### config.mk
export PLATFORM = sky130hd
export DESIGN_NAME = smg_scan_ctrl
export DESIGN_NICKNAME = d
export VERILOG_FILES = /design/src/rtl/smg_scan_ctrl.sv
export SDC_FILE = /design/constraint.sdc
export NUM_CORES = 1
export LEC_CHECK = 0
export CAP_MARGIN = 20
export CORE_MARGIN = 10
export CORE_UTILIZATION = 40
export CTS_CLUSTER_DIAMETER = 120
export DETAILED_ROUTE_END_ITERATION = 10
export PLACE_DENSITY_LB_ADDON = 0.3
export SKIP_LAST_GASP = 1
export SLEW_MARGIN = 20
export SYNTH_ARGS = -nofsm -noshare
export SYNTH_HDL_FRONTEND = slang
export SYNTH_SLANG_ARGS = --single-unit
### constraint.sdc
create_clock -name clk -period 10.1 [get_ports clk]
set_clock_uncertainty 0.2 [all_clocks]
set_input_delay 1.515 -clock clk [delete_from_list [all_inputs] [get_ports clk]]
set_output_delay 1.515 -clock clk [all_outputs]
set_load 0.01 [all_outputs]
### src/rtl/smg_scan_ctrl.sv
//-----------------------------------------------------------------------------
// smg_scan_ctrl
//
// Time-multiplexed scan controller for a bank of common-anode style 7-segment
// digits. One digit is enabled per scan slot; a full frame visits every digit
// once. New content is captured with a single-cycle load strobe into staging
// registers and only promoted to the displayed registers at a frame boundary,
// so a frame never shows a mix of old and new values.
//
// Features: hex decode, per-digit decimal point, per-digit blink,
// leading-zero blanking and PWM brightness within each slot.
//
// Parameters
//   DIGITS    number of multiplexed digits (1..16)
//   CLK_HZ    clk frequency in Hz
//   SCAN_HZ   per-digit slot rate in Hz   (DIV = CLK_HZ / SCAN_HZ cycles/slot)
//   BLINK_HZ  blink rate in Hz            (HB  = CLK_HZ / (2*BLINK_HZ) cycles/phase)
//   PWM_BITS  brightness resolution       (DIV must be >= 2**PWM_BITS)
//
// Ports
//   clk         in   1           system clock, rising edge
//   rst_n       in   1           asynchronous active-low reset
//   number_sig  in   4*DIGITS    hex nibbles, digit i = [4i+3:4i], digit 0 = LSD
//   dp_mask     in   DIGITS      1 = light decimal point of digit i
//   blink_mask  in   DIGITS      1 = digit i blinks
//   blank_lz    in   1           1 = leading-zero blanking enabled
//   bright      in   PWM_BITS    brightness, 0 dimmest, all-ones full on
//   load        in   1           strobe capturing all of the above
//   smg_data    out  8           segments {dp,g,f,e,d,c,b,a}, active-low
//   scan_sig    out  DIGITS      digit enables, active-low, at most one low
//   frame_tick  out  1           one-cycle pulse after the last slot of a frame
//-----------------------------------------------------------------------------
module smg_scan_ctrl #(
    parameter int DIGITS   = 6,
    parameter int CLK_HZ   = 50_000_000,
    parameter int SCAN_HZ  = 1000,
    parameter int BLINK_HZ = 2,
    parameter int PWM_BITS = 3
) (
    input  logic                  clk,
    input  logic                  rst_n,
    input  logic [4*DIGITS-1:0]   number_sig,
    input  logic [DIGITS-1:0]     dp_mask,
    input  logic [DIGITS-1:0]     blink_mask,
    input  logic                  blank_lz,
    input  logic [PWM_BITS-1:0]   bright,
    input  logic                  load,
    output logic [7:0]            smg_data,
    output logic [DIGITS-1:0]     scan_sig,
    output logic                  frame_tick
);

    //-------------------------------------------------------------------------
    // Derived constants
    //-------------------------------------------------------------------------
    localparam int DIV = CLK_HZ / SCAN_HZ;
    localparam int HB  = CLK_HZ / (2 * BLINK_HZ);

    localparam int PCW = (DIV > 1) ? $clog2(DIV) : 1;
    localparam int HBW = (HB > 1) ? $clog2(HB) : 1;
    localparam int IW  = (DIGITS > 1) ? $clog2(DIGITS) : 1;

    // DIV <= 2**PCW, so DIV*(bright+1) <= 2**(PCW+PWM_BITS); one extra bit
    // keeps both sides of the PWM compare free of overflow.
    localparam int PMW = PCW + PWM_BITS + 1;

    localparam logic [PCW-1:0] PCNT_LAST = PCW'(DIV - 1);
    localparam logic [HBW-1:0] HB_LAST   = HBW'(HB - 1);
    localparam logic [IW-1:0]  IDX_LAST  = IW'(DIGITS - 1);
    localparam logic [PMW-1:0] DIV_W     = PMW'(DIV);

    //-------------------------------------------------------------------------
    // Parameter sanity (elaboration-time)
    //-------------------------------------------------------------------------
    if (DIGITS < 1 || DIGITS > 16) begin : g_chk_digits
        $error("smg_scan_ctrl: DIGITS must be in 1..16");
    end
    if (DIV < (1 << PWM_BITS)) begin : g_chk_div
        $error("smg_scan_ctrl: CLK_HZ/SCAN_HZ must be >= 2**PWM_BITS");
    end
    if (HB < 1) begin : g_chk_hb
        $error("smg_scan_ctrl: CLK_HZ/(2*BLINK_HZ) must be >= 1");
    end

    //-------------------------------------------------------------------------
    // Timebase: slot prescaler, digit index, blink phase
    //-------------------------------------------------------------------------
    logic [PCW-1:0] pcnt_reg;
    logic [IW-1:0]  idx_reg;
    logic [HBW-1:0] hb_cnt_reg;
    logic           phase_reg;
    logic           frame_tick_reg;

    logic slot_tick;
    logic idx_last;
    logic frame_end;
    logic hb_last;

    assign slot_tick = (pcnt_reg == PCNT_LAST);
    assign idx_last  = (idx_reg == IDX_LAST);
    assign frame_end = slot_tick && idx_last;
    assign hb_last   = (hb_cnt_reg == HB_LAST);

    always_ff @(posedge clk or negedge rst_n) begin : p_timebase
        if (!rst_n) begin
            pcnt_reg       <= '0;
            idx_reg        <= '0;
            hb_cnt_reg     <= '0;
            phase_reg      <= 1'b0;
            frame_tick_reg <= 1'b0;
        end else begin
            pcnt_reg <= slot_tick ? '0 : pcnt_reg + PCW'(1);
            if (slot_tick) begin
                idx_reg <= idx_last ? '0 : idx_reg + IW'(1);
            end
            hb_cnt_reg <= hb_last ? '0 : hb_cnt_reg + HBW'(1);
            if (hb_last) begin
                phase_reg <= ~phase_reg;
            end
            // Registered so the pulse lands in the cycle after the last slot
            // cycle of the frame.
            frame_tick_reg <= frame_end;
        end
    end

    assign frame_tick = frame_tick_reg;

    //-------------------------------------------------------------------------
    // Staging and display registers
    //-------------------------------------------------------------------------
    logic [4*DIGITS-1:0] stg_num_reg;
    logic [DIGITS-1:0]   stg_dp_reg;
    logic [DIGITS-1:0]   stg_blink_reg;
    logic                stg_lz_reg;
    logic [PWM_BITS-1:0] stg_bright_reg;
    logic                pending_reg;

    logic [4*DIGITS-1:0] dsp_num_reg;
    logic [DIGITS-1:0]   dsp_dp_reg;
    logic [DIGITS-1:0]   dsp_blink_reg;
    logic                dsp_lz_reg;
    logic [PWM_BITS-1:0] dsp_bright_reg;

    always_ff @(posedge clk or negedge rst_n) begin : p_stage
        if (!rst_n) begin
            stg_num_reg    <= '0;
            stg_dp_reg     <= '0;
            stg_blink_reg  <= '0;
            stg_lz_reg     <= 1'b0;
            stg_bright_reg <= '1;
            pending_reg    <= 1'b0;
        end else begin
            // Last load before the boundary wins.
            if (load) begin
                stg_num_reg    <= number_sig;
                stg_dp_reg     <= dp_mask;
                stg_blink_reg  <= blink_mask;
                stg_lz_reg     <= blank_lz;
                stg_bright_reg <= bright;
            end
            // A load coinciding with the boundary re-arms pending for the
            // following frame; the display picks up the previous staging.
            if (load) begin
                pending_reg <= 1'b1;
            end else if (frame_end) begin
                pending_reg <= 1'b0;
            end
        end
    end

    always_ff @(posedge clk or negedge rst_n) begin : p_display
        if (!rst_n) begin
            dsp_num_reg    <= '0;
            dsp_dp_reg     <= '0;
            dsp_blink_reg  <= '0;
            dsp_lz_reg     <= 1'b0;
            dsp_bright_reg <= '1;
        end else if (frame_end && pending_reg) begin
            dsp_num_reg    <= stg_num_reg;
            dsp_dp_reg     <= stg_dp_reg;
            dsp_blink_reg  <= stg_blink_reg;
            dsp_lz_reg     <= stg_lz_reg;
            dsp_bright_reg <= stg_bright_reg;
        end
    end

    //-------------------------------------------------------------------------
    // Per-digit nibble extraction and blanking
    //-------------------------------------------------------------------------
    logic [3:0]        dsp_nib [DIGITS];
    logic [DIGITS-1:0] lz_zero;
    logic [DIGITS-1:0] dark;

    genvar gi;
    generate
        for (gi = 0; gi < DIGITS; gi++) begin : g_digit
            assign dsp_nib[gi] = dsp_num_reg[4*gi +: 4];

            // A digit is a leading zero when it and every more significant
            // nibble are zero; the least significant digit always shows.
            if (gi == 0) begin : g_lsd
                assign lz_zero[gi] = 1'b0;
            end else begin : g_upper
                assign lz_zero[gi] = (dsp_num_reg[4*DIGITS-1:4*gi] == '0);
            end

            assign dark[gi] = (dsp_lz_reg & lz_zero[gi])
                            | (phase_reg & dsp_blink_reg[gi]);
        end
    endgenerate

    //-------------------------------------------------------------------------
    // Segment decode, active-low {dp,g,f,e,d,c,b,a}, dp off
    //-------------------------------------------------------------------------
    function automatic logic [7:0] seg_decode(input logic [3:0] nib);
        logic [7:0] pat;
        pat = 8'hFF;
        case (nib)
            4'h0: pat = 8'hC0;
            4'h1: pat = 8'hF9;
            4'h2: pat = 8'hA4;
            4'h3: pat = 8'hB0;
            4'h4: pat = 8'h99;
            4'h5: pat = 8'h92;
            4'h6: pat = 8'h82;
            4'h7: pat = 8'hF8;
            4'h8: pat = 8'h80;
            4'h9: pat = 8'h90;
            4'hA: pat = 8'h88;
            4'hB: pat = 8'h83;
            4'hC: pat = 8'hC6;
            4'hD: pat = 8'hA1;
            4'hE: pat = 8'h86;
            4'hF: pat = 8'h8E;
            default: pat = 8'hFF;
        endcase
        return pat;
    endfunction

    //-------------------------------------------------------------------------
    // PWM gate: drive only while pcnt * 2**PWM_BITS < DIV * (bright + 1)
    //-------------------------------------------------------------------------
    logic [PMW-1:0] pwm_lhs;
    logic [PMW-1:0] pwm_rhs;
    logic           pwm_on;

    assign pwm_lhs = PMW'(pcnt_reg) << PWM_BITS;
    assign pwm_rhs = DIV_W * (PMW'(dsp_bright_reg) + PMW'(1));
    assign pwm_on  = (pwm_lhs < pwm_rhs);

    //-------------------------------------------------------------------------
    // Output stage: computed from the current pcnt/idx, registered so the
    // pins change only on clock edges and lag the counters by one cycle.
    //-------------------------------------------------------------------------
    logic [7:0]        smg_next;
    logic [DIGITS-1:0] scan_next;
    logic [7:0]        smg_reg;
    logic [DIGITS-1:0] scan_reg;

    always_comb begin : p_out_next
        smg_next  = 8'hFF;
        scan_next = '1;
        if (!dark[idx_reg] && pwm_on) begin
            smg_next = seg_decode(dsp_nib[idx_reg]);
            if (dsp_dp_reg[idx_reg]) begin
                smg_next[7] = 1'b0;
            end
            scan_next[idx_reg] = 1'b0;
        end
    end

    always_ff @(posedge clk or negedge rst_n) begin : p_out_reg
        if (!rst_n) begin
            smg_reg  <= 8'hFF;
            scan_reg <= '1;
        end else begin
            smg_reg  <= smg_next;
            scan_reg <= scan_next;
        end
    end

    assign smg_data = smg_reg;
    assign scan_sig = scan_reg;

endmodule

# [Yosys cells after proc, flatten, opt, wreduce, memory -nomap -nowiden]
# Memories as Yosys holds them, arrays and structs flattened.
# Index checks and enable logic that the tools add are counted.
[op_classes] add_sub_neg=4 n_mul=1 n_lt_le_gt_ge=4 eq_ne=3 muxes=17 bitwise=19 n_reduce_logical=11
[op_table] operator="$add A24 B1 Y24 const B" count=1
[op_table] operator="$eq A24 B24 Y1 const B" count=1
[op_table] operator="$mux W24" count=1
[op_table] operator="$logic_not A20 Y1" count=1
[op_table] operator="$lt A19 B20 Y1" count=1
[op_table] operator="$add A16 B1 Y16 const B" count=1
[op_table] operator="$eq A16 B16 Y1 const B" count=1
[op_table] operator="$logic_not A16 Y1" count=1
[op_table] operator="$mul A12 B4 Y16 const A" count=1
[op_table] operator="$mux W16" count=1
[op_table] operator="$bmux W4 S3" count=1
[op_table] operator="$logic_not A12 Y1" count=1
[op_table] operator="$and A1 B1 Y1" count=11
[op_table] operator="$logic_not A8 Y1" count=1
[op_table] operator="$mux W4" count=2
[op_table] operator="$mux W8" count=1
[op_table] operator="$bmux W1 S3" count=2
[op_table] operator="$mux W1" count=6
[op_table] operator="$mux W6" count=1
[op_table] operator="$not A6 Y6" count=1
[op_table] operator="$or A1 B1 Y1" count=5
[op_table] operator="$add A3 B1 Y4 const B" count=1
[op_table] operator="$ge A4 B4 Y1 const B" count=1
[op_table] operator="$logic_and A1 B1 Y1" count=4
[op_table] operator="11 further kinds" count=11
[word_totals] regBits=140 romBits=112 inputBits=43 output_inout_bits=15 wordCells=78 mem_count=1
[memory_table] memory="(name not given)" depth=16 width=7 read_ports=1 rd_clocked_by_memory_dff=0 wr=0 line_no="218" rtl="case (nib)"

# [Longest topological paths before layout]
# Gate-level depths: netlist (run 1).
[logic_depth] word_depth=8 ltp_mapped=19 depth_no_buf=18

# [Least setup slack after synthesis (run 1)]
# Ideal clock, no wire load.
[synth_timing] kind="register -> register" start="reg dsp_bright_reg[0]" end="reg smg_reg[2] (netlist: smg_data[2])" setup_time_ns=0.111 arrival_time_ns=4.371 t_required_ns=9.789 slack_ns=5.417 path_stages_with_launch=18 path_buffers=1 period_less_slack_ns=4.683 path_cell_list="dfstp_2 -> clkbuf_1 -> inv_1 -> ha_1 -> ha_1 -> ha_1 -> ha_1 -> a31oi_1 -> o21ai_0 -> o21ai_0 -> a31oi_1 -> ha_1 -> a21oi_1 -> nand2_1 -> a2111oi_0 -> a211oi_1 -> nor3b_2 -> o221ai_1"
[synth_via] elab_chain_cells=5
[synth_lines] item="from (decl)" line_no="142" rtl="logic [PWM_BITS-1:0] dsp_bright_reg;"
[synth_lines] item="from (signal assigned)" line_no="183" rtl="dsp_bright_reg <= stg_bright_reg;"
[synth_lines] item="$add A3 B1 Y4" line_no="248" rtl="assign pwm_rhs = DIV_W * (PMW'(dsp_bright_reg) + PMW'(1));"
[synth_lines] item="$mul A12 B4 Y16" line_no="248"
[synth_lines] item="$lt A19 B20 Y1" line_no="249" rtl="assign pwm_on = (pwm_lhs < pwm_rhs);"
[synth_lines] item="$logic_and A1 B1 Y1" line_no="263" rtl="if (!dark[idx_reg] && pwm_on) begin"
[synth_lines] item="$mux W8" line_no="263"
[synth_lines] item="via smg_next[2]" line_no="255" rtl="logic [7:0] smg_next;"
[synth_lines] item="to (signal assigned)" line_no="277" rtl="smg_reg <= smg_next;"
[synth_lines] item="to (decl)" line_no="257" rtl="logic [7:0] smg_reg;"
# The timed path passes the listed nets, and every way through them passes these cells.
# A chain may end at the register's enable or synchronous reset.

# [Final worst setup path (run 1)]
# Same ends and word-level chain as after synthesis.

==> impl_metrics.env, run 1 <==
export IMPL_outcome="completed"
export IMPL_core_area_um2=17300
export IMPL_rsz0062_at_grt="no"
export IMPL_n_antenna_cell=0
export IMPL_synthTopCellsByCount="120 x dfrtp_1, 49 x mux2_2, 40 x mux2_4"
export IMPL_power_density_nw_per_um2=147
export IMPL_yosysUniqueCellTypes=52
export IMPL_crit_type="flop to flop"
export IMPL_grt_overflow=0
export IMPL_cts_htree_levels=4
export IMPL_postSynth_asyncResetShare_pct=100
export IMPL_nets=714
export IMPL_drtIter0Drc=260
export IMPL_grt_max_degree=79
export IMPL_end_kind="flop"
export IMPL_syn_area_um2=7040
export IMPL_fin_crit_sh_pct=50.3
export IMPL_drv_cap=0
export IMPL_setup_viol=0
export IMPL_cts_root_buf="clkbuf_16"
export IMPL_post_drt_wl_per_cell_um=16.9
export IMPL_fmax_mhz=197
export IMPL_slew_violations=0
export IMPL_final_util_pct=48.5
export IMPL_start_util_pct=40.7
export IMPL_syn_mean_instance_area_um2=12.3
export IMPL_ys_seq_elements=140
export IMPL_critPathSlowestCell="dfstp_2"
export IMPL_syn_inst=573
export IMPL_grt_pass1_vias=4848
export IMPL_ys_warn_count=0
export IMPL_cts_setup_buffers=0
export IMPL_synth_edff_count=0
export IMPL_clk_latency_ns=0.41
export IMPL_cts_buffers=17
export IMPL_die_width_um=153
export IMPL_whs_ns=0.296
export IMPL_ys_seq_area_share_pct=50.1
export IMPL_synth_top_area_cell="dfrtp_1"
export IMPL_p_total_mw=1.24
export IMPL_crit_chain="inv_1 -> ha_1 -> xor3_1 -> ha_1 -> ha_1 -> a31oi_1 -> o21ai_0 -> o21ai_0 -> a31oi_1 -> ha_1 -> a21oi_1 -> nand2_1 -> a2111oi_0 -> a211oi_1 -> nor3b_2 -> o221ai_1"
export IMPL_antenna_found_initial=0
export IMPL_max_slew_margin_rel_pct=35.2
export IMPL_cp_slowest_stage_delay_ns=0.63
export IMPL_ff2ff_path_depth=16
export IMPL_portBuffers=57
export IMPL_hp_class="flop to flop"
export IMPL_dominantRegCellSynth="dfrtp_1"
export IMPL_die_height_um=153
export IMPL_dieArea_um2=23300
export IMPL_drcViolationCount=0
export IMPL_clk_path_buf_depth=2
export IMPL_grt_usage_pct=12.8
export IMPL_grt_pass1_wl_um=24800
export IMPL_syn_to_final_growth_pct=19.2
export IMPL_cts_sinks=140
export IMPL_cp_common_cell="ha_1"
export IMPL_yosysMostFrequentCell="dfrtp_1"
export IMPL_synth_top_area_share_pct=42.7
export IMPL_totalWireLength_um=14700
export IMPL_syn_nets=653
export IMPL_fillCellCount=1526
export IMPL_ir_worst_vdd_mv=0.135
export IMPL_num_rows=48
export IMPL_worstMarginPinSlew_ns=0.972
export IMPL_worstSetupStartpointType="flop"
export IMPL_postCtsResizedCells=0
export IMPL_place_inst=840
export IMPL_final_setup_tns_ns=0
export IMPL_globalplace_congestion=0.853
export IMPL_crit_fanout=10
export IMPL_drive_gt1_share_pct=23.6
export IMPL_dr_total_vias=4544
export IMPL_fin_crit_ns=5.08
export IMPL_hold_depth=1
export IMPL_required_ns=10.19
export IMPL_dp_hpwl_um=10800
export IMPL_ioPinCount=58
export IMPL_drtAntennaViolNets=0
export IMPL_clk_pin_slew_worst_paths_ns=0.06
export IMPL_yosys_top_cells_area="dfrtp_1 43%, mux2_4 8.5%, mux2_2 7.8%"
export IMPL_viasPerCell=5.21
export IMPL_dr_pass1_iters=4
export IMPL_instances_no_fill=872
export IMPL_arrival_ns=5.18
export IMPL_hold_viol=0
export IMPL_power_leakage_nw=3.88
export IMPL_postCtsHoldBufs=0
export IMPL_cts_tree="done"
==> cells in the final DEF, fill, tap and decap left out, types with 3 or more instances in the layout <==
cell type          n
a211oi_1           5
a21o_1             3
a21oi_1           16
a31oi_1            5
and2_1             3
and3_1             7
and4_1             5
buf_4              4
clkbuf_16         17
clkdlybuf4s50_1   55
clkinv_2           4
clkinvlp_4         4
dfrtp_1          120
dfstp_2           20
ha_1              37
inv_1             14
mux2_2            49
mux2_4            40
mux2i_1            6
nand2_1           37
nand2b_1           7
nand3_1           20
nand4_1           12
nor2_1            35
nor2b_1            4
nor3_1             4
nor4_1             6
o211ai_1           5
o21ai_0           14
xnor2_1           22
xor2_1            27
==> cell type report <==
cell class | instances | area [um^2] | area share (%)
sequential | 140 | 3530 | 42.1
multi-input combinational | 400 | 3360 | 40.0
timing repair buffer | 61 | 597 | 7.11
clock buffer | 18 | 429 | 5.11
tap | 225 | 282 | 3.36
clock inverter | 14 | 145 | 1.73
inverter | 14 | 52.6 | 0.626
==> where the power goes <==
group | total (mW) | switching, mW | internal, mW
logic | 0.0491 | 0.0200 | 0.0290
registers | 0.588 | 0.00953 | 0.578
clock network | 0.599 | 0.236 | 0.363
total | 1.24 | 0.265 | 0.971
==> kinds of logic after synthesis <==
group | synth area share [%]
AO/OA/AOI/OAI | 5.69
XOR/XNOR | 6.44
adder cells (fa/ha/maj) | 6.58
buffers and inverters | 2.26
flip-flops | 50.1
multiplexers | 17.2
AND/OR/NAND/NOR | 11.7
==> path summary, 6_finish.rpt <==
kind | startpoint | to | slack (ns)
worst min-delay path | hb_cnt_reg[0] | hb_cnt_reg[0] | 0.30
worst max register to register | dsp_bright_reg[0] | smg_data[2] | 5.02
max in group asynchronous | rst_n | phase_reg | 7.43
worst min register to register | hb_cnt_reg[0] | hb_cnt_reg[0] | 0.30
min in group asynchronous | rst_n | stg_blink_reg[2] | 0.89
worst max-delay path | dsp_bright_reg[0] | smg_data[2] | 5.02
==> worst max-delay path, delay by kind of cell (launching register included) <==
| family | cells | cell delay (ns) |
|---|---|---|
| simple gates | 2 | 0.59 |
| flops | 1 | 0.63 |
| buf+inv | 1 | 0.14 |
| fa+ha+maj | 4 | 1.30 |
| compound gates | 8 | 1.58 |
| xor+xnor | 1 | 0.52 |
==> metrics by stage <==
stage / setup slack (ns) / area [um^2]
2_1_floorplan: 5.42 / 7040
3_3_place_gp: 5.31 / 7820
3_5_place_dp: 5.06 / 7820
4_1_cts: 5.01 / 8390
5_1_grt: 4.65 / 8390
6_report: 5.02 / 8390
==> routing by layer <==
| layer | track usage [%] | vias to the layer above | wire length (um) |
|---|---|---|---|
| li1 | - | 2177 | - |
| met1 | 16.7 | 2276 | 6970 |
| met2 | 20.1 | 80 | 7040 |
| met3 | 3.81 | 11 | 592 |
| met4 | 3.77 | 0 | 136 |
| met5 | 0 | - | 0 |
No activity file was read; power rests on OpenSTA's default activity.
==> inputs of run 2 (changes only) <==
Clock period 10.1 ns to 4.69 ns, I/O delays scaled along.
==> run 2 against run 1 <==
  * Worst setup slack got worse by 4.8 ns
  * Clock power rose by 110%
  * Critical path depth is 1 higher
  * Maximum frequency grew 14%
  * Critical path type unchanged
  * Largest power group is now registers
  * Highest routed layer unchanged
==> impl_metrics.env, run 2 (synthesis gave the netlist of run 1 again) <==
export IMPL_place_area_um2=7850
export IMPL_setup_ws_ns=0.239
export IMPL_dp_hpwl_um=10500
export IMPL_reg2reg_from="dsp_bright_reg[0]"
export IMPL_hp_class="input port to asynchronous set/reset pin"
export IMPL_place_worst_setup_slack_ns=0.0637
export IMPL_clk_latency_ns=0.42
export IMPL_required_ns=4.81
export IMPL_dieArea_um2=23300
export IMPL_fin_crit_ns=4.45
export IMPL_grt_pass1_wl_um=24800
export IMPL_p_switching_mw=0.605
export IMPL_final_common_cell="dfrtp_1"
export IMPL_drive_gt1_share_pct=26.3
export IMPL_dr_total_vias=4525
export IMPL_fin_crit_sh_pct=94.9
export IMPL_rr_endpoint="smg_data[2]"
export IMPL_power_leakage_nw=3.93
export IMPL_cts_buffers=17
export IMPL_arrival_ns=4.57
export IMPL_place_inst=843
export IMPL_cts_htree_levels=4
export IMPL_power_density_nw_per_um2=310
export IMPL_instances_no_fill=880
export IMPL_mostFrequentLayoutCells="120 x dfrtp_1, 55 x clkdlybuf4s50_1, 49 x mux2_2, 40 x mux2_4, 37 x nand2_1"
export IMPL_combinationalPowerShare_pct=4.1
export IMPL_r2r_setup_slack_ns=0.24
export IMPL_die_height_um=153
export IMPL_antenna_found_initial=0
export IMPL_end_kind="flop"
export IMPL_drtIter0Drc=239
export IMPL_max_slew_margin_rel_pct=36.6
export IMPL_slew_violations=0
export IMPL_worstSetupStartpointType="flop"
export IMPL_final_area_um2=8550
export IMPL_crit_fanout=5
export IMPL_drtAntennaViolNets=0
export IMPL_postCtsHoldBufs=0
export IMPL_outcome="completed"
export IMPL_crit_type="flop to flop"
export IMPL_dr_pass1_iters=5
export IMPL_totalWireLength_um=14800
export IMPL_n_antenna_cell=0
export IMPL_fmax_mhz=225
export IMPL_drcViolationCount=0
export IMPL_nets=722
export IMPL_core_area_um2=17300
export IMPL_ff2ff_path_depth=17
export IMPL_post_drt_wl_per_cell_um=16.8
export IMPL_cts_sinks=140
export IMPL_die_width_um=153
export IMPL_p_seq_share_pct=47.9
export IMPL_setup_viol=0
export IMPL_cts_root_buf="clkbuf_16"
export IMPL_start_util_pct=40.7
export IMPL_grt_max_degree=112
export IMPL_viasPerCell=5.14
export IMPL_cts_tree="done"
export IMPL_grt_pass1_vias=4847
export IMPL_globalplace_congestion=0.840
export IMPL_worstMarginPinSlew_ns=0.951
export IMPL_num_rows=48
export IMPL_pwr_share_clk_pct=48.1
export IMPL_p_total_mw=2.65
export IMPL_ioPinCount=58
export IMPL_ir_worst_vdd_mv=0.238
export IMPL_clk_path_buf_depth=2
export IMPL_grt_usage_pct=13.0
export IMPL_portBuffers=57
export IMPL_swShare_pct=22.9
export IMPL_final_setup_tns_ns=0
export IMPL_p_int_mw=2.04
export IMPL_syn_to_final_growth_pct=21.4
export IMPL_clk_pin_slew_worst_paths_ns=0.06
export IMPL_hold_viol=0
export IMPL_grt_overflow=0
export IMPL_drv_cap=0
[run 2: power by group through the flow]
stage          clock network [mW]  logic (mW)  registers, mW
6_report                     1.27       0.108           1.27
5_1_grt                      1.37       0.120           1.27
4_1_cts                      1.31       0.109           1.27
3_5_place_dp                    0       0.108           1.29
3_3_place_gp                    0       0.105           1.29
2_1_floorplan                   0      0.0431           1.28
[run 2: critical path, stage by stage, from the launching register on]
cell and delay, ns:
dfstp_2 0.57, clkinvlp_4 0.16, ha_4 0.29, ha_1 0.31
ha_1 0.35, ha_4 0.27, a31oi_2 0.21, o21ai_1 0.13
o21ai_0 0.17, a31oi_1 0.11, ha_1 0.32, a21oi_1 0.17
nand2_1 0.12, a2111oi_4 0.30, a211oi_2 0.14, nor3b_2 0.25
buf_4 0.18, o221ai_1 0.11
[run 2: worst max-delay path by stage]
stage / startpoint / endpoint / slack (ns) / cells past startpoint
final: dsp_bright_reg[0] / smg_data[2] / 0.24 / 17
after global placement: dsp_bright_reg[0] / smg_data[2] / 0.23 / 17
after detailed placement: dsp_bright_reg[0] / smg_data[2] / 0.06 / 17
after CTS: dsp_bright_reg[0] / smg_data[2] / 0.03 / 17
after floorplan: dsp_bright_reg[0] / smg_data[2] / 0.007 / 17
after global routing: dsp_bright_reg[0] / smg_data[2] / -0.04 / 18
[run 2: cell type report]
class,instances,area [um^2]
clock buffer,20,467
inverter,14,56.3
multi-input combinational,400,3430
timing repair buffer,69,687
sequential,140,3530
tap,225,282
fill,1523,8750
clock inverter,12,100
[run 2: routing by layer]
layer  share of wire (%)  wire length (um)  vias to the layer above  global-route usage [%]
met1                  47              7010                     2237                    16.9
met5                   0                 0                        -                       0
met3                 4.2               617                       13                    4.01
li1                    -                 -                     2189                       -
met2                  47              7030                       86                    20.1
met4                 1.0               155                        0                    3.86
[run 2: stage by stage]
stage | util [%] | hold WS, ns
6_report | 49.4 | 0.0290
5_1_grt | 49.4 | 0.0607
4_1_cts | 48.7 | 0.245
3_5_place_dp | 45.4 | 0.281
3_3_place_gp | 45.4 | 0.274
2_1_floorplan | - | 0.208
[run 2: timing repair]
item | in CTS | in global routing
gates resized for setup | 0 | 15
buffers inserted | 0 | 3
setup endpoints to repair | 0 | 14
==> edit 1 (flow settings as in run 2) <==
Register the inputs `number_sig`, `dp_mask`, `blink_mask`, `blank_lz`, `bright` and `load` before use, with the module's reset. The logic sees them one clock later. Comments in the files are not updated.
--- a/src/rtl/smg_scan_ctrl.sv
+++ b/src/rtl/smg_scan_ctrl.sv
@@ -69,6 +69,31 @@
     localparam logic [IW-1:0]  IDX_LAST  = IW'(DIGITS - 1);
     localparam logic [PMW-1:0] DIV_W     = PMW'(DIV);
 
+    logic [4*DIGITS-1:0] number_sig_q;
+    logic [DIGITS-1:0] dp_mask_q;
+    logic [DIGITS-1:0] blink_mask_q;
+    logic blank_lz_q;
+    logic [PWM_BITS-1:0] bright_q;
+    logic load_q;
+
+    always_ff @(posedge clk or negedge rst_n) begin
+        if (!rst_n) begin
+            number_sig_q <= '0;
+            dp_mask_q    <= '0;
+            blink_mask_q <= '0;
+            blank_lz_q   <= '0;
+            bright_q     <= '0;
+            load_q       <= '0;
+        end else begin
+            number_sig_q <= number_sig;
+            dp_mask_q    <= dp_mask;
+            blink_mask_q <= blink_mask;
+            blank_lz_q   <= blank_lz;
+            bright_q     <= bright;
+            load_q       <= load;
+        end
+    end
+
     //-------------------------------------------------------------------------
     // Parameter sanity (elaboration-time)
     //-------------------------------------------------------------------------
@@ -151,16 +176,16 @@
             pending_reg    <= 1'b0;
         end else begin
             // Last load before the boundary wins.
-            if (load) begin
-                stg_num_reg    <= number_sig;
-                stg_dp_reg     <= dp_mask;
-                stg_blink_reg  <= blink_mask;
-                stg_lz_reg     <= blank_lz;
-                stg_bright_reg <= bright;
+            if (load_q) begin
+                stg_num_reg    <= number_sig_q;
+                stg_dp_reg     <= dp_mask_q;
+                stg_blink_reg  <= blink_mask_q;
+                stg_lz_reg     <= blank_lz_q;
+                stg_bright_reg <= bright_q;
             end
             // A load coinciding with the boundary re-arms pending for the
             // following frame; the display picks up the previous staging.
-            if (load) begin
+            if (load_q) begin
                 pending_reg <= 1'b1;
             end else if (frame_end) begin
                 pending_reg <= 1'b0;
Function: no difference found for any inputs over 10 cycles, from zero or initial values and one cycle with rst_n low; that may be too few to reach the edited logic, so the function may still have changed.
==> edit 1 against run 2 <==
- power rose by 20%
- count of clock-buffer cells in the layout fell by 2
- sequential cell count rose by 41
- non-clock buffer count fell by 3
- worst setup slack improved by 0.14 ns
- final area rose by 10%
- wire length fell by 0.51%
- sequential power rose by 29%
- synthesized area rose by 12%
- largest power group unchanged
==> edit 1: results (changes against run 2) <==
stage,metric,value,unit,change
global_routing,first-pass GRT wire length,25300,um,was 24800 um
global_routing,GRT met3 Usage,0.0320,,was 0.0401
yosys,ranking of synthesized cells by area,"dfrtp_1, mux2_2, dfstp_2, ha_1, xor2_1",,"was dfrtp_1, mux2_4, mux2_2, dfstp_2, ha_1"
routing,met3 WL,609,um,was 617 um
clock_network,clk buf depth,2,,unchanged
yosys,post-synthesis mux area share,0.140,,was 0.172
clock_network,htree depth,4,,unchanged
clock_network,clk slew on worst S/H paths,0.07,ns,
global_routing,largest net degree at the start of global routing,93,,was 112
routing,Met2 Wirelength,6930,um,was 7030 um
worst_setup_path,worst-path fanout max,6,,was 5
routing,initial drt markers,267,,was 239
routing,vias per cell,4.98,,was 5.14
global_routing,initial antenna violation count,0,,unchanged
worst_setup_path,worst reg-to-reg path cell count,18,,was 17
yosys,ys async rst share,1.00,,unchanged
yosys,syn_nets,691,,was 653
placement,Setup WS pre-CTS,0.187,ns,was 0.0637 ns
global_routing,GR Util met1,0.154,,was 0.169
timing,Worst-Margin Slew,1.05,ns,was 0.951 ns
routing,Post-Route M1 WL,6990,um,was 7010 um
finish,nets,757,,was 722
pwr,internal power,2.48,mW,was 2.04 mW
yosys,post-synthesis xor/xnor area fraction,0.0573,,was 0.0644
placement,placed cells,921,,was 843
global_routing,M2 GR Usage,0.188,,was 0.201
timing,fin crit share,0.919,,was 0.949
yosys,Synth top cells by count,"dfrtp_1, mux2_2, nor2_1",,"was dfrtp_1, mux2_2, mux2_4"
pwr,Peak VDD IR,0.000263,V,was 0.000238 V
clock_network,post-cts gate resize count,0,,unchanged
outcome,status,"finished, final reports clean",,unchanged
global_routing,Tot GR Track Use,0.119,,was 0.130
routing,TritonRoute pass-1 iters,4,,was 5
finish,"non-filler cells, final",955,,was 880
yosys,cells after synthesis,611,,was 573
finish,fill cell count,1715,,was 1523
global_routing,vias in the first global route,5033,,was 4847
worst_setup_path,CP arrival,4.42,ns,was 4.57 ns
placement,GP Congestion,0.848,,was 0.840
routing,Detailed Route WL,14700,um,was 14800 um
yosys,register area share after synthesis,0.576,,was 0.501
yosys,Yosys cell types,55,,was 52
placement,number of port buffers,57,,unchanged
placement,hpwl dp,10600,um,was 10500 um
pwr,LEAKAGE,4.21,nW,was 3.93 nW
yosys,Synth Area in Adders,0.0586,,was 0.0658
worst_setup_path,Worst R2R Setup Slack,0.38,ns,was 0.24 ns
finish,ratio of cells with drive above 1 in the final layout,0.229,,was 0.263
yosys,Compound-Gate Fraction of Synth Area,0.0516,,was 0.0569
worst_setup_path,slowest cell on the critical path,dfstp_2,,unchanged
worst_setup_path,Worst path max stage delay,0.53,ns,was 0.57 ns
yosys,Main synth FF type,dfrtp_1,,unchanged
[edit 1: power groups by stage]
stage | combinational, mW | sequential [mW] | clock, mW
after floorplan | 0.0421 | 1.66 | 0
after global placement | 0.110 | 1.67 | 0
after detailed placement | 0.115 | 1.67 | 0
after CTS | 0.115 | 1.64 | 1.47
after global routing | 0.124 | 1.65 | 1.54
final | 0.110 | 1.64 | 1.43
[edit 1: area by class of cell]
class	count	share of cell area
Timing Repair Buffer	66	0.0691
Clock buffer	18	0.0456
Sequential cell	181	0.484
Multi-Input combinational cell	395	0.342
Clock inverter	14	0.0176
Tap cell	265	0.0353
Inverter	16	0.00639
[edit 1: per-stage QoR]
| stage | hold slack, ns | cell area (um2) |
|---|---|---|
| after CTS | 0.182 | 9380 |
| final | 0.140 | 9400 |
| after detailed placement | 0.264 | 8780 |
| after global placement | 0.260 | 8780 |
| after floorplan | 0.208 | 7910 |
| after global routing | 0.212 | 9400 |
==> edit 2 (flow settings as in run 2) <==
Without the edit above. Set the parameter `CLK_HZ` to 25_000_000 (it was 50_000_000).
--- a/src/rtl/smg_scan_ctrl.sv
+++ b/src/rtl/smg_scan_ctrl.sv
@@ -32,7 +32,7 @@
 //-----------------------------------------------------------------------------
 module smg_scan_ctrl #(
     parameter int DIGITS   = 6,
-    parameter int CLK_HZ   = 50_000_000,
+    parameter int CLK_HZ   = 25_000_000,
     parameter int SCAN_HZ  = 1000,
     parameter int BLINK_HZ = 2,
     parameter int PWM_BITS = 3
Behaviour: same outputs for any inputs over 10 cycles, from zero or initial values and one cycle with rst_n low; that may be too few to reach the edited logic, so the function may still have changed.
==> edit 2 against run 2 <==
- final area is 2.8% lower
- clock power is 6% lower
- worst setup slack better by 0.021 ns
- wire length is 3.4% lower
- fmax is 0.48% higher
- synthesized area is 0.96% lower
- worst hold slack better by 0.15 ns
- sequential cell count is 2 lower
- power is 3.6% lower
- critical path type unchanged
- critical endpoint is now scan_sig[3]$_DFF_PN1_
- largest cell class unchanged
==> edit 2: results (changes against run 2) <==
stage,metric,value,unit,change
routing,DRC Markers,0,,unchanged
global_routing,GRT met3 Usage,0.0361,,was 0.0401
finish,Ant. Diodes,0,,unchanged
placement,Setup WS pre-CTS,0.0999,ns,was 0.0637 ns
placement,GP Congestion,0.800,,was 0.840
global_routing,vias in the first global route,4712,,was 4847
yosys,Synth top cells by count,"dfrtp_1, mux2_2, nand2_1",,"was dfrtp_1, mux2_2, mux2_4"
finish,ratio of cells with drive above 1 in the final layout,0.231,,was 0.263
pwr,LEAKAGE,3.78,nW,was 3.93 nW
outcome,status,"finished, final reports clean",,unchanged
placement,hpwl dp,10500,um,about the same
yosys,Synth Area in Adders,0.0664,,was 0.0658
yosys,register area share after synthesis,0.499,,was 0.501
worst_setup_path,worst reg-to-reg path cell count,18,,was 17
routing,TritonRoute pass-1 iters,4,,was 5
global_routing,first-pass GRT wire length,24200,um,was 24800 um
finish,nets,713,,was 722
pwr,Peak VDD IR,0.000254,V,was 0.000238 V
timing,minimum clock period,4.43,ns,was 4.45 ns
placement,placed cells,838,,was 843
yosys,post-synthesis mux area share,0.180,,was 0.172
yosys,post-synthesis xor/xnor area fraction,0.0574,,was 0.0644
worst_setup_path,Worst Setup EP,scan_sig[3]$_DFF_PN1_,,was smg_data[2]$_DFF_PN1_
routing,WL/cell,16.4,um,was 16.8 um
global_routing,largest net degree at the start of global routing,68,,was 112
finish,area added between synthesis and finish,19.2,%,was 21.4%
global_routing,GR Util met1,0.167,,was 0.169
yosys,Compound-Gate Fraction of Synth Area,0.0497,,was 0.0569
timing,Worst slew margin,0.327,,was 0.366
routing,initial drt markers,191,,was 239
finish,fill cell count,1549,,was 1523
clock_network,"Setup Fix Bufs, Post-CTS",0,,unchanged
routing,Detailed Route WL,14300,um,was 14800 um
worst_setup_path,Worst R2R Setup Slack,0.26,ns,was 0.24 ns
yosys,syn_nets,652,,was 653
global_routing,initial antenna violation count,0,,unchanged
yosys,cells after synthesis,572,,was 573
==> edit 2: cell count changes after synthesis, sizes merged, moves of 5 or more <==
cell | run 2 | this run
nor3 | 4 | 14
clkbuf | 7 | 2
xor2 | 27 | 16
buf | 12 | 17
mux2 | 89 | 82
mux2i | 6 | 16
xnor2 | 22 | 27
==> edit 2: report_power, final <==
part	switching, mW	total (mW)	internal [mW]	leakage [nW]
logic	0.0426	0.105	0.0627	1.80
registers	0.0213	1.25	1.23	1.74
clock network	0.518	1.20	0.678	0.239
total	0.582	2.55	1.97	3.78
==> edit 2: kinds of logic (layout without fill, tap and decap cells) <==
logic type,after synthesis,count (layout)
adders and majority gates,37,37
and+or+nand+nor,163,163
muxes,99,99
buffers and inverters,35,109
xor gates and xnor gates,44,44
AOI/OAI and AO/OA,56,56
DFF,138,138
==> edit 2: worst min path at each step <==
stage	end	slack [ns]	cells past startpoint
after detailed placement	hb_cnt_reg[0]$_DFF_PN0_	0.27	1
after global placement	hb_cnt_reg[0]$_DFF_PN0_	0.26	1
after floorplan	dsp_blink_reg[0]$_DFFE_PN0P_	0.21	0
after CTS	pcnt_reg[12]$_DFF_PN0_	0.21	1
final	pcnt_reg[10]$_DFF_PN0_	0.18	1
after global routing	pcnt_reg[10]$_DFF_PN0_	0.25	1
==> edit 2: cell type report <==
cell class / count / share of cell area
multi-input combinational: 399 / 0.403
inverter: 16 / 0.00723
timing repair buffer: 61 / 0.0729
sequential: 138 / 0.419
clock inverter: 13 / 0.0117
tap: 225 / 0.0339
clock buffer: 19 / 0.0521
==> edit 2: routing by layer <==
metal  wire, um  up-vias
met1       6870     2222
met2       6800       67
met5          0        -
met3        444       15
met4        193        0
li1           -     2163
